## config.mk

```make
export PLATFORM = sky130hd
export DESIGN_NAME = qmax_updater
export DESIGN_NICKNAME = d
export VERILOG_FILES = /design/src/rtl/qlearn_pkg.sv /design/src/rtl/qmax_fwd_cmp.sv /design/src/rtl/qmax_updater.sv
export SDC_FILE = /design/constraint.sdc
export NUM_CORES = 1
export LEC_CHECK = 0
export BUFFER_PORTS_ARGS = -buffer_cell sky130_fd_sc_hd__buf_2
export CAP_MARGIN = 15
export CORE_ASPECT_RATIO = 1.4
export CORE_MARGIN = 3
export CORE_UTILIZATION = 40
export CTS_CLUSTER_DIAMETER = 80
export DETAILED_ROUTE_END_ITERATION = 7
export GPL_TIMING_DRIVEN = 0
export HOLD_SLACK_MARGIN = 0.06
export PLACE_DENSITY = 0.6
export SETUP_SLACK_MARGIN = 0.05
export SLEW_MARGIN = 20
export SYNTH_ARGS = -nofsm -noshare
export SYNTH_HDL_FRONTEND = slang
export SYNTH_SLANG_ARGS = --single-unit
```

## constraint.sdc

```tcl
create_clock -name i_clk -period 4.55 [get_ports i_clk]
set_clock_uncertainty 0.15 [all_clocks]
set_input_delay 0.6825 -clock i_clk [delete_from_list [all_inputs] [get_ports i_clk]]
set_output_delay 0.6825 -clock i_clk [all_outputs]
set_load 0.005 [all_outputs]
```

## src/rtl/qlearn_pkg.sv

```systemverilog
// Shared Q-learning definitions.
// Default table geometry, Q/state typedefs and the Q-max updater FSM encoding.
package qlearn_pkg;

    localparam int unsigned QL_ADDR_WIDTH = 6;
    localparam int unsigned QL_DATA_WIDTH = 8;
    localparam int unsigned QL_DEPTH      = 64;

    typedef logic signed [QL_DATA_WIDTH-1:0] q_t;
    typedef logic        [QL_ADDR_WIDTH-1:0] state_t;

    typedef enum logic [1:0] {
        CLEAR = 2'd0,
        DRAIN = 2'd1,
        RUN   = 2'd2
    } fsm_state_t;

endpackage

```

## src/rtl/qmax_fwd_cmp.sv

```systemverilog
// Forwarding mux and signed compare for the Q-max read-modify-write pipeline.
// Ports:
//   i_state, i_new_q           : request in stage1
//   i_rdata                    : stored value read from the table
//   i_s2_valid/state/max       : result currently in stage2 (highest priority)
//   i_wb_valid/state/max       : stage2 result delayed one cycle
//   o_max, o_changed           : resulting max and "strictly increased" flag
module qmax_fwd_cmp #(
    parameter int ADDR_WIDTH = 6,
    parameter int DATA_WIDTH = 8
) (
    input  logic [ADDR_WIDTH-1:0] i_state,
    input  logic [DATA_WIDTH-1:0] i_new_q,
    input  logic [DATA_WIDTH-1:0] i_rdata,
    input  logic                  i_s2_valid,
    input  logic [ADDR_WIDTH-1:0] i_s2_state,
    input  logic [DATA_WIDTH-1:0] i_s2_max,
    input  logic                  i_wb_valid,
    input  logic [ADDR_WIDTH-1:0] i_wb_state,
    input  logic [DATA_WIDTH-1:0] i_wb_max,
    output logic [DATA_WIDTH-1:0] o_max,
    output logic                  o_changed
);

    logic signed [DATA_WIDTH-1:0] w_stored;
    logic signed [DATA_WIDTH-1:0] w_new;

    // The table returns old data on read-during-write, so the two most recent
    // results may not be visible in i_rdata yet; the younger one wins.
    always_comb begin
        if (i_s2_valid && (i_s2_state == i_state)) begin
            w_stored = i_s2_max;
        end else if (i_wb_valid && (i_wb_state == i_state)) begin
            w_stored = i_wb_max;
        end else begin
            w_stored = i_rdata;
        end
    end

    assign w_new     = i_new_q;
    assign o_changed = (w_new > w_stored);
    assign o_max     = o_changed ? w_new : w_stored;

endmodule

```

## src/rtl/qmax_updater.sv

```systemverilog
// Read-modify-write engine in front of the per-state Q-max table.
// Accepts (state, q) requests, writes back max(stored, q) only when it grows,
// reports each result downstream and sweeps the table to CLEAR_VAL after reset
// or on i_clear.
// Ports:
//   i_clk, i_rst_n                     : clock, async active-low reset
//   i_req_valid/state/q, o_req_ready   : update request handshake
//   i_clear                            : pulse to re-initialise the table
//   o_addr_r, i_qmax_rdata             : table read port (1-cycle latency)
//   o_addr_w, o_write_en, o_data       : table write port (registered)
//   o_upd_valid/state/max/changed      : single-cycle result pulse
//   o_upd_cnt                          : saturating count of changed writes
//   o_busy                             : clear sweep in progress or pending
module qmax_updater
    import qlearn_pkg::*;
#(
    parameter int ADDR_WIDTH = QL_ADDR_WIDTH,
    parameter int DATA_WIDTH = QL_DATA_WIDTH,
    parameter int DEPTH      = QL_DEPTH,
    parameter int CLEAR_VAL  = 0,
    parameter int CNT_WIDTH  = 16
) (
    input  logic                  i_clk,
    input  logic                  i_rst_n,
    input  logic                  i_req_valid,
    input  logic [ADDR_WIDTH-1:0] i_req_state,
    input  logic [DATA_WIDTH-1:0] i_req_q,
    output logic                  o_req_ready,
    input  logic                  i_clear,
    output logic [ADDR_WIDTH-1:0] o_addr_r,
    input  logic [DATA_WIDTH-1:0] i_qmax_rdata,
    output logic [ADDR_WIDTH-1:0] o_addr_w,
    output logic                  o_write_en,
    output logic [DATA_WIDTH-1:0] o_data,
    output logic                  o_upd_valid,
    output logic [ADDR_WIDTH-1:0] o_upd_state,
    output logic [DATA_WIDTH-1:0] o_upd_max,
    output logic                  o_upd_changed,
    output logic [CNT_WIDTH-1:0]  o_upd_cnt,
    output logic                  o_busy
);

    localparam logic [ADDR_WIDTH-1:0] LAST_ADDR = ADDR_WIDTH'(DEPTH - 1);
    localparam logic [DATA_WIDTH-1:0] CLR_DATA  = DATA_WIDTH'(CLEAR_VAL);

    fsm_state_t            r_state;
    fsm_state_t            w_next_state;
    logic [ADDR_WIDTH-1:0] r_sweep_addr;
    logic                  w_accept;
    logic                  w_enter_clear;

    logic                  r_s1_valid;
    logic [ADDR_WIDTH-1:0] r_s1_state;
    logic [DATA_WIDTH-1:0] r_s1_q;

    logic                  r_wb_valid;
    logic [ADDR_WIDTH-1:0] r_wb_state;
    logic [DATA_WIDTH-1:0] r_wb_max;

    logic [DATA_WIDTH-1:0] w_max;
    logic                  w_changed;

    // ---------------- FSM ----------------
    always_ff @(posedge i_clk or negedge i_rst_n) begin
        if (!i_rst_n) begin
            r_state <= CLEAR;
        end else begin
            r_state <= w_next_state;
        end
    end

    always_comb begin
        w_next_state = r_state;
        unique case (r_state)
            CLEAR:   if (r_sweep_addr == LAST_ADDR) w_next_state = RUN;
            DRAIN:   if (!r_s1_valid && !o_upd_valid) w_next_state = CLEAR;
            RUN:     if (i_clear) w_next_state = DRAIN;
            default: w_next_state = CLEAR;
        endcase
    end

    always_comb begin
        o_req_ready = 1'b0;
        o_busy      = 1'b1;
        if (r_state == RUN) begin
            o_req_ready = 1'b1;
            o_busy      = 1'b0;
        end
    end

    assign w_enter_clear = (r_state == DRAIN) && (w_next_state == CLEAR);
    assign w_accept      = i_req_valid && o_req_ready;
    assign o_addr_r      = i_req_state;

    // Sweep address rests at 0 outside CLEAR so every sweep starts from entry 0.
    always_ff @(posedge i_clk or negedge i_rst_n) begin
        if (!i_rst_n) begin
            r_sweep_addr <= '0;
        end else if (r_state == CLEAR) begin
            r_sweep_addr <= r_sweep_addr + ADDR_WIDTH'(1);
        end else begin
            r_sweep_addr <= '0;
        end
    end

    // ---------------- Stage 1 ----------------
    always_ff @(posedge i_clk or negedge i_rst_n) begin
        if (!i_rst_n) begin
            r_s1_valid <= 1'b0;
            r_s1_state <= '0;
            r_s1_q     <= '0;
        end else begin
            r_s1_valid <= w_accept;
            if (w_accept) begin
                r_s1_state <= i_req_state;
                r_s1_q     <= i_req_q;
            end
        end
    end

    qmax_fwd_cmp #(
        .ADDR_WIDTH(ADDR_WIDTH),
        .DATA_WIDTH(DATA_WIDTH)
    ) u_fwd_cmp (
        .i_state    (r_s1_state),
        .i_new_q    (r_s1_q),
        .i_rdata    (i_qmax_rdata),
        .i_s2_valid (o_upd_valid),
        .i_s2_state (o_upd_state),
        .i_s2_max   (o_upd_max),
        .i_wb_valid (r_wb_valid),
        .i_wb_state (r_wb_state),
        .i_wb_max   (r_wb_max),
        .o_max      (w_max),
        .o_changed  (w_changed)
    );

    // ---------------- Stage 2, write port, write-back history ----------------
    always_ff @(posedge i_clk or negedge i_rst_n) begin
        if (!i_rst_n) begin
            o_upd_valid   <= 1'b0;
            o_upd_state   <= '0;
            o_upd_max     <= '0;
            o_upd_changed <= 1'b0;
            o_write_en    <= 1'b0;
            o_addr_w      <= '0;
            o_data        <= '0;
            r_wb_valid    <= 1'b0;
            r_wb_state    <= '0;
            r_wb_max      <= '0;
            o_upd_cnt     <= '0;
        end else begin
            o_upd_valid   <= r_s1_valid;
            o_upd_changed <= r_s1_valid && w_changed;
            if (r_s1_valid) begin
                o_upd_state <= r_s1_state;
                o_upd_max   <= w_max;
            end

            // Stage1 is always empty while sweeping, so the port is never shared.
            if (r_state == CLEAR) begin
                o_write_en <= 1'b1;
                o_addr_w   <= r_sweep_addr;
                o_data     <= CLR_DATA;
            end else begin
                o_write_en <= r_s1_valid && w_changed;
                o_addr_w   <= r_s1_state;
                o_data     <= w_max;
            end

            r_wb_valid <= o_upd_valid && !w_enter_clear;
            r_wb_state <= o_upd_state;
            r_wb_max   <= o_upd_max;

            if (w_enter_clear) begin
                o_upd_cnt <= '0;
            end else if (r_s1_valid && w_changed && (o_upd_cnt != '1)) begin
                o_upd_cnt <= o_upd_cnt + CNT_WIDTH'(1);
            end
        end
    end

endmodule

```

==> impl_metrics.json, run 1 <==
{
  "reg2regPathDepth": 13,
  "r2r-start": "r_s1_state[3]$_DFFE_PN0P_",
  "finalCritPeriodShare": 0.931,
  "hpwl_mm": 7.18,
  "p_leak_nw": 2.45,
  "drtIter0Drc": 173,
  "clockPowerShare": 0.503,
  "wl_per_cell_um": 16.7,
  "synth_fp_nets": 410,
  "synth-seq-cells": 85,
  "n_fill_cell": 939,
  "area_growth_pct": 24.1,
  "yosys_warnings": 0,
  "clockBufferDepth": 2,
  "crit_chain": "xor2_1 -> or4_1 -> clkbuf_1 -> clkbuf_2 -> nand2_1 -> o21ai_0 -> ha_1 -> a21o_1 -> a2111o_1 -> a32o_1 -> clkbuf_1 -> and2_1 -> or2_2",
  "drcViolationCount": 0,
  "min-delay-path-class": "input port to asynchronous set/reset pin",
  "yosysTopAreaCell": "dfrtp_1",
  "worstSetupStartpoint": "r_s1_state[3]$_DFFE_PN0P_",
  "slew_headroom": 0.496,
  "globalRouteOverflowTotal": 0,
  "die_w_um": 90.9,
  "yosys.area_share.simple": 0.172,
  "track_usage": 0.186,
  "worstPathRequired_ns": 4.62,
  "power_frac_seq": 0.458,
  "synthArstFlopShare": 1.00,
  "final-hold-violation-count": 0,
  "grt_setup_unrepaired": "no",
  "path_buf_inv": 3,
  "vias_per_cell": 5.36,
  "cts_tree": "built",
  "crit_slowest_cell": "or4_1",
  "endpoint_kind": "flip-flop",
  "p_int_mw": 1.32,
  "finalSetupViolations": 0,
  "ys_seq_area_frac": 0.527,
  "cp-start-kind": "flip-flop",
  "core_um2": 9670,
  "numCtsBuffers": 9,
  "clkSlewWorstSetupHoldPaths_ns": 0.06,
  "grt_pass1_wl_mm": 16.9,
  "fp.dieH_um": 125,
  "min_period_ns": 4.24,
  "synth_edf_count": 0,
  "synth-xor-area-share": 0.0326,
  "grt_pass1_vias": 3291,
  "vias": 3243,
  "grt_max_degree": 51,
  "diodes": 0,
  "root_buffer": "clkbuf_16",
  "drive_gt1_frac": 0.294,
  "synthesis.area_um2": 4030,
  "synth_most_common_cell": "dfrtp_1",
  "tns_ns": 0,
  "arrival_ns": 4.31,
  "yosys-top-cells-area": "dfrtp_1 53%, mux2_2 5.6%, nand2_1 3.8%",
  "crit_path_max_fanout": 10,
  "maxCapViolCount": 0,
  "powerDensity_nw_per_um2": 330,
  "start_util": 0.417,
  "yosysUniqueCellTypes": 44,
  "synth_compound_area_frac": 0.118,
  "nets": 504,
  "cts_hold_buf": 0,
  "power_frac_comb": 0.038,
  "dr.pass1.iters": 4,
  "syn_area_per_cell_um2": 10.8,
  "netSwitchingFraction": 0.201,
  "clock_latency_ns": 0.34,
  "synth_fa_ha_area_frac": 0.0310,
  "synthFlopType": "dfrtp_1",
  "tightest_slew_ns": 0.750,
  "numClockSinks": 85,
  "synthMuxAreaShare": 0.0757,
  "antenna_found_initial": 0,
  "max_stage_delay_ns": 0.52,
  "max_freq_mhz": 236,
  "final_cells": 605,
  "synth_top_area_frac": 0.527,
  "switching_power_mw": 0.331,
  "path_common_cell": "clkbuf_1",
  "io_buffers": 80,
  "dieArea_um2": 11300,
  "drv_slew": 0,
  "dp.cells": 587,
  "drtAntennaViolNets": 0,
  "cts.htree.levels": 3,
  "synth_top_family_by_area": "simple AND/OR/NAND/NOR gates",
  "cp.depth": 13,
  "pin_count": 81,
  "placementRows": 42,
  "criticalPathCategory": "flip-flop to flip-flop",
  "syn-instance-count": 374,
  "critPathTopFamily": "simple AND/OR/NAND/NOR gates",
  "synth_commonest_cells": "85 x dfrtp_1, 41 x nand2_1, 20 x mux2_2",
  "place_congestion": 0.806,
  "status": "completed",
  "wl_mm": 10.1,
  "peakVddDrop_mv": 0.190
}
final cells by class:
| cell class | instances | area [um^2] | share of cell area |
|---|---|---|---|
| plain buffers | 23 | 116 | 0.0232 |
| clock buffers | 13 | 280 | 0.0560 |
| clock inverters | 3 | 65.1 | 0.0130 |
| inverters | 16 | 60.1 | 0.0120 |
| multi-input cells | 250 | 1750 | 0.349 |
| flip-flops and latches | 85 | 2130 | 0.425 |
| well taps | 132 | 165 | 0.0330 |
| repair buffers | 83 | 445 | 0.0890 |
registers in the layout, indices dropped and copies added, names as in the netlist, 2 cells and up:
name and flops:
o_upd_cnt 16, o_data 8, o_upd_max 8, r_s1_q 8
r_wb_max 8, o_addr_w 6, o_upd_state 6, r_s1_state 6
r_sweep_addr 6, r_wb_state 6, r_state 2
power by group through the flow:
stage / clock [mW] / sequential (mW) / combinational, mW
floorplan: 0 / 0.770 / 0.0232
global placement: 0 / 0.770 / 0.0593
detailed placement: 0 / 0.770 / 0.0638
CTS: 0.842 / 0.756 / 0.0639
global route: 0.875 / 0.755 / 0.0721
finish: 0.831 / 0.756 / 0.0634
kinds of logic (layout without fill, tap and decap cells):
group                    after synthesis  in the layout
multiplexers                          28             28
buffers and inverters                 39            138
XOR/XNOR                              15             15
AND/OR/NAND/NOR                      134            134
AO/OA/AOI/OAI                         63             63
flip-flops                            85             85
adder cells (fa/ha/maj)               10             10
layer usage:
metal  global-route usage  up-vias  wire length (um)
met2                0.318       98              5090
met1                0.233     1597              4340
met4               0.0737        0               156
met5                    0        -                 0
li1                     -     1536                 -
met3               0.0332       12               522
cells in the final DEF, fill, tap and decap left out, types with 3 or more instances in the layout:
master | synthesis | final
a221o_1 | 5 | 5
nand2_1 | 41 | 41
a21oi_1 | 10 | 10
nor2_1 | 18 | 18
buf_2 | 4 | 83
xor2_1 | 8 | 8
clkbuf_8 | 0 | 4
nand3_1 | 11 | 11
inv_1 | 16 | 16
or4_1 | 3 | 3
o31ai_1 | 3 | 3
and2_1 | 6 | 6
xnor2_1 | 7 | 7
buf_4 | 6 | 9
mux2_2 | 20 | 20
nor3b_1 | 7 | 7
a21o_1 | 3 | 3
or3_1 | 4 | 4
nor4_1 | 6 | 6
or2_2 | 3 | 3
o21ai_0 | 13 | 13
clkbuf_1 | 11 | 9
mux2i_1 | 8 | 8
clkbuf_16 | 0 | 9
ha_1 | 10 | 10
a221oi_1 | 8 | 8
and4_1 | 3 | 3
and3_1 | 5 | 5
a211o_1 | 4 | 4
a32o_1 | 8 | 8
dfrtp_1 | 85 | 85
nor3_1 | 15 | 15
nand4_1 | 7 | 7
path summary, 6_finish.rpt:
check                           slack (ns)                         to
worst max-delay path                  0.31       o_write_en$_DFF_PN0_
worst min-delay path                  0.15  o_upd_cnt[15]$_DFFE_PN0P_
worst max register to register        0.31       o_write_en$_DFF_PN0_
worst min register to register        0.28    r_wb_state[4]$_DFF_PN0_
max in group asynchronous             3.49    r_wb_state[1]$_DFF_PN0_
min in group i_clk                    0.28    r_wb_state[4]$_DFF_PN0_
stage by stage:
stage	power, mW	hold WS [ns]	cell area (um^2)	setup WS [ns]	util
6_report	1.65	0.152	5010	0.315	0.518
5_1_grt	1.70	0.193	5010	0.0572	0.518
4_1_cts	1.66	0.168	4990	0.209	0.516
3_5_place_dp	0.834	0.270	4630	0.0590	0.479
3_3_place_gp	0.829	0.265	4600	0.190	0.476
2_1_floorplan	0.793	0.237	4030	0.902	-
timing repair:
item	4_1_cts	5_1_grt
setup buffers	2	0
resized for setup	0	6
setup endpoints to repair	1	17
cloned	0	0
pin swaps	1	0
(Power assumes the default switching activity.)
==> inputs of run 2 (changes only) <==
--- a/config.mk
+++ b/config.mk
@@ -14,7 +14,7 @@
 export DETAILED_ROUTE_END_ITERATION = 7
 export GPL_TIMING_DRIVEN = 0
 export HOLD_SLACK_MARGIN = 0.06
-export PLACE_DENSITY = 0.6
+export PLACE_DENSITY = 0.69
 export SETUP_SLACK_MARGIN = 0.05
 export SLEW_MARGIN = 20
 export SYNTH_ARGS = -nofsm -noshare
==> run 2 against run 1 <==
Net effect:
- first-iteration DRC count grew 9.2%
- sequential share of layout area rose by 0.29 points
- count of clock-buffer cells in the layout fell by 2
- combinational power down 0.9%
- non-clock buffer count stayed put
- fmax up 0.13%
- largest cell class unchanged
- highest routed layer is now met5
==> impl_metrics.json, run 2 (same netlist as run 1, synthesis figures left out) <==
{
  "layout_common_cells": "85 x dfrtp_1, 83 x buf_2, 41 x nand2_1",
  "final-hold-violation-count": 0,
  "multiInputGateArea_um2": 1750,
  "max_freq_mhz": 236,
  "dr.pass1.iters": 6,
  "top_register": "o_upd_cnt",
  "crit_path_max_fanout": 10,
  "nets": 504,
  "worstSetupStartpoint": "r_s1_state[1]$_DFFE_PN0P_",
  "die_w_um": 90.9,
  "grt_pass1_wl_mm": 16.8,
  "fp.dieH_um": 125,
  "grt_setup_unrepaired": "no",
  "maxCapViolCount": 0,
  "antenna_found_initial": 1,
  "drcViolationCount": 0,
  "start_util": 0.417,
  "grt_max_degree": 50,
  "r2r-end": "o_write_en$_DFF_PN0_",
  "globalRouteOverflowTotal": 0,
  "critPathTopFamily": "simple AND/OR/NAND/NOR gates",
  "status": "completed",
  "cp-start-kind": "flip-flop",
  "track_usage": 0.186,
  "path_common_cell": "clkbuf_2",
  "root_buffer": "clkbuf_16",
  "max_stage_delay_ns": 0.45,
  "hpwl_mm": 7.11,
  "core_um2": 9670,
  "cts.htree.levels": 3,
  "vias": 3258,
  "drtIter0Drc": 189,
  "peakVddDrop_mv": 0.199,
  "worstPathRequired_ns": 4.63,
  "finalCritPeriodShare": 0.930,
  "numClockSinks": 85,
  "pin_count": 81,
  "final_common_cell": "dfrtp_1",
  "largest_register_ffs": 16,
  "vias_per_cell": 5.39,
  "drv_slew": 0,
  "finalSetupViolations": 0,
  "grt_pass1_vias": 3365,
  "drive_gt1_frac": 0.294,
  "regArea_um2": 2130,
  "wl_per_cell_um": 16.5,
  "drtAntennaViolNets": 0,
  "min_period_ns": 4.23,
  "slew_headroom": 0.505,
  "criticalPathCategory": "flip-flop to flip-flop",
  "wl_mm": 10.0,
  "area_growth_pct": 23.3,
  "tightest_slew_ns": 0.737,
  "r2r-start": "r_s1_state[1]$_DFFE_PN0P_",
  "dieArea_um2": 11300,
  "clockBufferDepth": 2,
  "holdWs_ns": 0.156,
  "powerDensity_nw_per_um2": 317,
  "n_fill_cell": 916,
  "clkSlewWorstSetupHoldPaths_ns": 0.06,
  "endpoint_kind": "flip-flop",
  "io_buffers": 80,
  "place_congestion": 0.826,
  "reg2regPathDepth": 14,
  "tns_ns": 0,
  "arrival_ns": 4.31,
  "min-delay-path-class": "input port to asynchronous set/reset pin",
  "clock_latency_ns": 0.34,
  "crit_chain": "xnor2_1 -> nand4_1 -> or4_1 -> clkbuf_1 -> clkbuf_2 -> nand2_1 -> o21ai_0 -> ha_1 -> a21o_1 -> a2111o_1 -> a32o_1 -> clkbuf_2 -> and2_1 -> or2_2",
  "crit_slowest_cell": "dfrtp_1",
  "p_leak_nw": 2.42,
  "numCtsBuffers": 9,
  "placementRows": 42,
  "cts_tree": "built",
  "rrSetupSlack_ns": 0.32,
  "path_buf_inv": 3,
  "diodes": 0
}
## run 2: changes by cell type in the layout (fill, tap and decap cells not counted)
cell	previous run	this run
clkinvlp_4	0	2
clkbuf_8	4	2
clkinv_4	0	1
bufinv_16	2	1
## run 2: worst max path at each step
stage	end	slack (ns)	depth (start not counted)
6_report	o_write_en$_DFF_PN0_	0.32	14
5_1_grt	o_upd_cnt[13]$_DFFE_PN0P_	0.08	14
4_1_cts	o_upd_max[3]$_DFFE_PN0P_	0.12	12
3_5_place_dp	o_upd_max[7]$_DFFE_PN0P_	0.17	12
3_3_place_gp	o_upd_max[3]$_DFFE_PN0P_	0.26	12
2_1_floorplan	o_upd_cnt[13]$_DFFE_PN0P_	0.90	13
## run 2: through the flow
stage	util	power, mW	area [um^2]	worst slack [ns]	instances
2_1_floorplan	-	0.793	4030	0.902	374
3_3_place_gp	0.476	0.828	4600	0.264	586
3_5_place_dp	0.479	0.833	4630	0.170	587
4_1_cts	0.511	1.59	4940	0.120	603
5_1_grt	0.514	1.62	4970	0.0828	605
6_report	0.514	1.57	4970	0.320	605
## run 2: timing repair
item                                    in CTS  in global routing
setup buffers                                0                  2
endpoints found under the setup margin       0                 23
hold buffers                                 0                  0
gates resized for setup                      0                  6
## run 2: cell type report
type	instances	area share
clock buffers	11	0.0508
repair buffers	83	0.0896
inverters	16	0.0121
plain buffers	23	0.0234
clock inverters	5	0.0118
multi-input cells	250	0.351
well taps	132	0.0332
flip-flops and latches	85	0.428
## run 2: layer usage
layer | vias up | share of wire | global-route usage
met2 | 106 | 0.51 | 0.318
met5 | - | 0.00070 | 0
li1 | 1549 | - | -
met1 | 1578 | 0.41 | 0.219
met3 | 23 | 0.052 | 0.0332
met4 | 2 | 0.027 | 0.0995
## run 2: power by group
| group | switching, mW | leakage (nW) | internal [mW] |
|---|---|---|---|
| logic | 0.0393 | 1.21 | 0.0235 |
| registers | 0 | 1.06 | 0.756 |
| clock network | 0.301 | 0.148 | 0.455 |
| total | 0.341 | 2.42 | 1.23 |
